File: config.mk
export PLATFORM = sky130hd
export DESIGN_NAME = bit_packer
export DESIGN_NICKNAME = d
export VERILOG_FILES = /design/src/rtl/bit_packer_pkg.sv /design/src/rtl/bit_packer.sv
export SDC_FILE = /design/constraint.sdc
export NUM_CORES = 1
export LEC_CHECK = 0
export CAP_MARGIN = 5
export CORE_MARGIN = 5
export CORE_UTILIZATION = 35
export CTS_CLUSTER_DIAMETER = 120
export CTS_CLUSTER_SIZE = 14
export DETAILED_ROUTE_END_ITERATION = 12
export GPL_TIMING_DRIVEN = 0
export PLACE_DENSITY = 0.67
export SYNTH_ARGS = -nofsm -noshare
export SYNTH_HDL_FRONTEND = slang
export SYNTH_SLANG_ARGS = --single-unit
File: constraint.sdc
create_clock -name clk -period 1.8 [get_ports clk]
set_clock_uncertainty 0.1 [all_clocks]
set_input_delay 0.54 -clock clk [delete_from_list [all_inputs] [get_ports clk]]
set_output_delay 0.54 -clock clk [all_outputs]
set_load 0.03 [all_outputs]
File: src/rtl/bit_packer_pkg.sv
// Shared types and helpers for the serial-to-parallel bit packer and its checkers.
package bit_packer_pkg;

  typedef enum logic {FILL = 1'b0, HOLD = 1'b1} pack_state_t;

  localparam int DEFAULT_WIDTH = 8;

  // Narrower words are zero-extended into the argument, which leaves the XOR unchanged.
  function automatic logic parity_of(input logic [31:0] word);
    return ^word;
  endfunction

endpackage

File: src/rtl/bit_packer.sv
// Serial-to-parallel packer: collects single bits into an ascending-indexed word and
// presents it with a fill count and running parity over a valid/ready handshake.
module bit_packer
  import bit_packer_pkg::*;
#(
  parameter int  WIDTH = DEFAULT_WIDTH,
  localparam int CNT_W = $clog2(WIDTH + 1)
) (
  input  logic             clk,
  input  logic             rst,
  input  logic             bit_valid,
  input  logic             bit_data,
  output logic             bit_ready,
  input  logic             flush,
  output logic             word_valid,
  output logic [0:WIDTH-1] word_data,
  output logic [CNT_W-1:0] word_count,
  output logic             word_parity,
  input  logic             word_ready
);

  pack_state_t      state;
  logic [0:WIDTH-1] shreg;
  logic [CNT_W-1:0] count;
  logic             parity;

  logic bit_take;
  logic word_take;
  logic last_bit;
  logic close_word;

  assign bit_take   = bit_valid && (state == FILL);
  assign word_take  = word_ready && (state == HOLD);
  assign last_bit   = bit_take && (count == CNT_W'(WIDTH - 1));
  // A coincident bit counts toward the word, so flush with an accept closes even at count 0.
  assign close_word = (state == FILL) &&
                      (last_bit || (flush && (bit_take || (count != '0))));

  always_ff @(posedge clk or posedge rst) begin
    if (rst) begin
      // NOTE: the word register is reset, not left as storage, because word_data must read 0 after reset.
      state  <= FILL;
      shreg  <= '0;
      count  <= '0;
      parity <= 1'b0;
    end else begin
      case (state)
        FILL: begin
          if (bit_take) begin
            // NOTE: non-blocking, so the index decode below sees the pre-edge count.
            for (int i = 0; i < WIDTH; i++) begin
              if (count == CNT_W'(i)) shreg[i] <= bit_data;
            end
            count  <= count + CNT_W'(1);
            parity <= parity ^ bit_data;
          end
          if (close_word) state <= HOLD;
        end
        HOLD: begin
          if (word_take) begin
            state  <= FILL;
            shreg  <= '0;
            count  <= '0;
            parity <= 1'b0;
          end
        end
        default: state <= FILL;
      endcase
    end
  end

  // All handshake and word outputs come straight from registers.
  assign bit_ready   = (state == FILL);
  assign word_valid  = (state == HOLD);
  assign word_data   = shreg;
  assign word_count  = count;
  assign word_parity = parity;

endmodule

==> out/results.tsv <==
metric	value	unit
status	finished, final reports clean	
antenna_found_initial	0	
port-buffer-count	20	
path_max_fanout	10	
grt_max_degree	15	
gp_congestion	0.782	
antenna_left	0	
antenna_cells	0	
synth_area_leader_cell	dfrtp_1	
slew_headroom	62.9	%
ys_seq_area_share	46.7	%
cts_tree	yes	
powerDensity	1510	mW/mm^2
stdcell_area	0.00100	mm^2
max_slew.worst_pin.slew	557	ps
cap_viol_max_count	0	
fmax	0.573	GHz
grt_pass1_wl	3020	um
cts_hold_buf	0	
register_area	354	um^2
slew_violations	0	
wl_per_cell	13.4	um
setup_viol	0	
synth_xor_area_share	2.34	%
multi_input_area	379	um^2
fin_crit_sh	97.0	%
remaining_drc_errors	0	
grt_pass1_vias	653	
synth_compound_area_share	14.0	%
synth-seq-cells	14	
root_buffer	clkbuf_4	
cp-end-kind	output port	
final_cells	124	
fin_crit	1750	ps
grt_usage	12.1	%
die_width	56.3	um
yosys.area_share.simple	23.5	%
via_count	609	
numPlacedInstances	119	
wl	1660	um
ys_warn_count	0	
syn-num-nets	82	
hold_viol	0	
muxShareOfSynthArea	4.01	%
synth_top_family_by_area	simple AND/OR/NAND/NOR gates	
fp-row-count	16	
synth_top_area_share	46.7	%
core	0.00200	mm^2
synth_area_leaders	dfrtp_1, nand2_1, ha_1	
avgViaCountPerCell	4.91	
fillers	201	
cts_buffers	3	
synth_fa_ha_area_share	6.68	%
syn_inst	72	
netlist_area	749	um^2
p_leak	0.509	nW
clk_pin_slew	80	ps
ir_drop	808	uV
cts_max_path_buffers	2	
drive_gt1_share	15.5	%
worst_setup_path_start_kind	flip-flop	
postLayoutSetupSlackWorst	54.2	ps
critPathKind	flip-flop to output port	
clock_latency	280	ps
drtIter0Drc	13	
pin_count	21	
start_util	37.4	%
nNetsFinal	109	
ys_types	23	
syn_to_final_growth	33.9	%
worstPathRequired	1160	ps
rsz0062_at_grt	false	
dp_worst_setup_slack	-331	ps
cts.sinks	14	
syn_avg_cell_area	10.4	um^2
cp.arrival	1110	ps
hp-class	flip-flop to flip-flop	
place_area	983	um^2
dpl.hpwl	1230	um
drt-pass1-iter-count	4	
htreeDepth	1	
die_area	0.00317	mm^2
die_h	56.3	um
globalRouteOverflowTotal	0	
[registers in the layout, indices dropped and copies added (netlist names)]
name,cells
word_parity,1
word_count,4
word_data,8
word_valid,1
[cell families (layout without fill, tap and decap cells)]
| group | count (synthesis) | in the layout |
|---|---|---|
| simple gates | 30 | 30 |
| buf+inv | 5 | 30 |
| compound gates | 14 | 14 |
| mux | 3 | 3 |
| flops | 14 | 14 |
| fa+ha+maj | 4 | 4 |
| xor+xnor | 2 | 2 |
[layer usage]
| layer | part of all wire [%] | global-route usage, % |
|---|---|---|
| met1 | 49 | 15.1 |
| met2 | 44 | 18.9 |
| met3 | 6.9 | 6.19 |
| met4 | 0 | 2.03 |
| met5 | 0 | 0 |
[placed cells by master, fill, tap and decap left out]
| cell type | n |
|---|---|
| nand2_1 | 14 |
| dlygate4sd2_1 | 11 |
| dfrtp_1 | 11 |
| buf_4 | 4 |
| a31o_1 | 4 |
| o21ai_0 | 4 |
| inv_1 | 4 |
| ha_1 | 4 |
| clkdlybuf4s50_1 | 4 |
| a32o_1 | 3 |
| and3_1 | 3 |
| nor2_1 | 3 |
| mux2i_1 | 3 |
| clkbuf_4 | 3 |
| dfrtp_2 | 3 |
| nand2b_1 | 2 |
| nor2b_1 | 2 |
| xor2_1 | 2 |
| clkdlybuf4s15_2 | 2 |
| clkbuf_2 | 2 |
| nor4b_4 | 1 |
| and2b_1 | 1 |
| a21oi_1 | 1 |
| a22o_1 | 1 |
| or4b_1 | 1 |
| nand4b_1 | 1 |
| nand4_1 | 1 |
| o22ai_1 | 1 |
| and4bb_1 | 1 |
[Yosys cell counts, drive strengths merged]
master  count
nand2b      2
nor4b       1
nand4       1
inv         4
a32o        3
and4bb      1
buf         1
mux2i       3
or4b        1
a21oi       1
xor2        2
o22ai       1
a22o        1
and2b       1
and3        3
a31o        4
ha          4
nor2b       2
nand4b      1
nand2      14
nor2        3
dfrtp      14
o21ai       4
[critical path, cell delays in order (launching register included)]
cell	delay, ps
dfrtp_2	430
buf_4	170
inv_1	80
buf_4	160
[worst paths after layout]
path	start	to	slack (ps)	depth (start not counted)
min reg2reg	word_data[0]	word_data[0]	400	1
min in group asynchronous	rst	word_count[1]	510	2
max in group asynchronous	rst	word_valid	690	2
min	word_data[0]	word_data[0]	400	1
max reg2reg	word_count[0]	word_valid	130	4
max	word_valid	bit_ready	50	3
[repair_timing]
item                                    4_1_cts  5_1_grt
buffers inserted                              0        2
endpoints found under the setup margin       19        6
cloned                                        0        0
gates resized for setup                      28        5
[stage by stage]
stage | hold slack, ps | setup TNS, ps | util [%] | total power [mW]
6_report | 404 | 0 | 50.1 | 1.51
4_1_cts | 411 | 0 | 49.7 | 1.50
3_5_place_dp | 398 | -2470 | 49.1 | 1.38
3_3_place_gp | 386 | -2230 | 49.1 | 1.37
5_1_grt | 421 | 0 | 50.1 | 1.63
2_1_floorplan | 329 | 0 | - | 1.05
[layout make-up]
type | instances | share of cell area [%]
Buffer | 1 | 0.748
Clock buffer | 3 | 2.24
Inverter | 4 | 1.50
Multi-Input combinational cell | 53 | 37.8
Sequential cell | 14 | 35.3
Tap cell | 27 | 3.37
Timing Repair Buffer | 22 | 19.1
[power by group]
part | total (mW) | switching, mW | internal, mW | leakage (nW)
sequential | 0.528 | 0.111 | 0.417 | 0.183
combinational | 0.809 | 0.489 | 0.320 | 0.313
clock | 0.176 | 0.0981 | 0.0776 | 0.0138
Power figures use the tool's default switching activity.
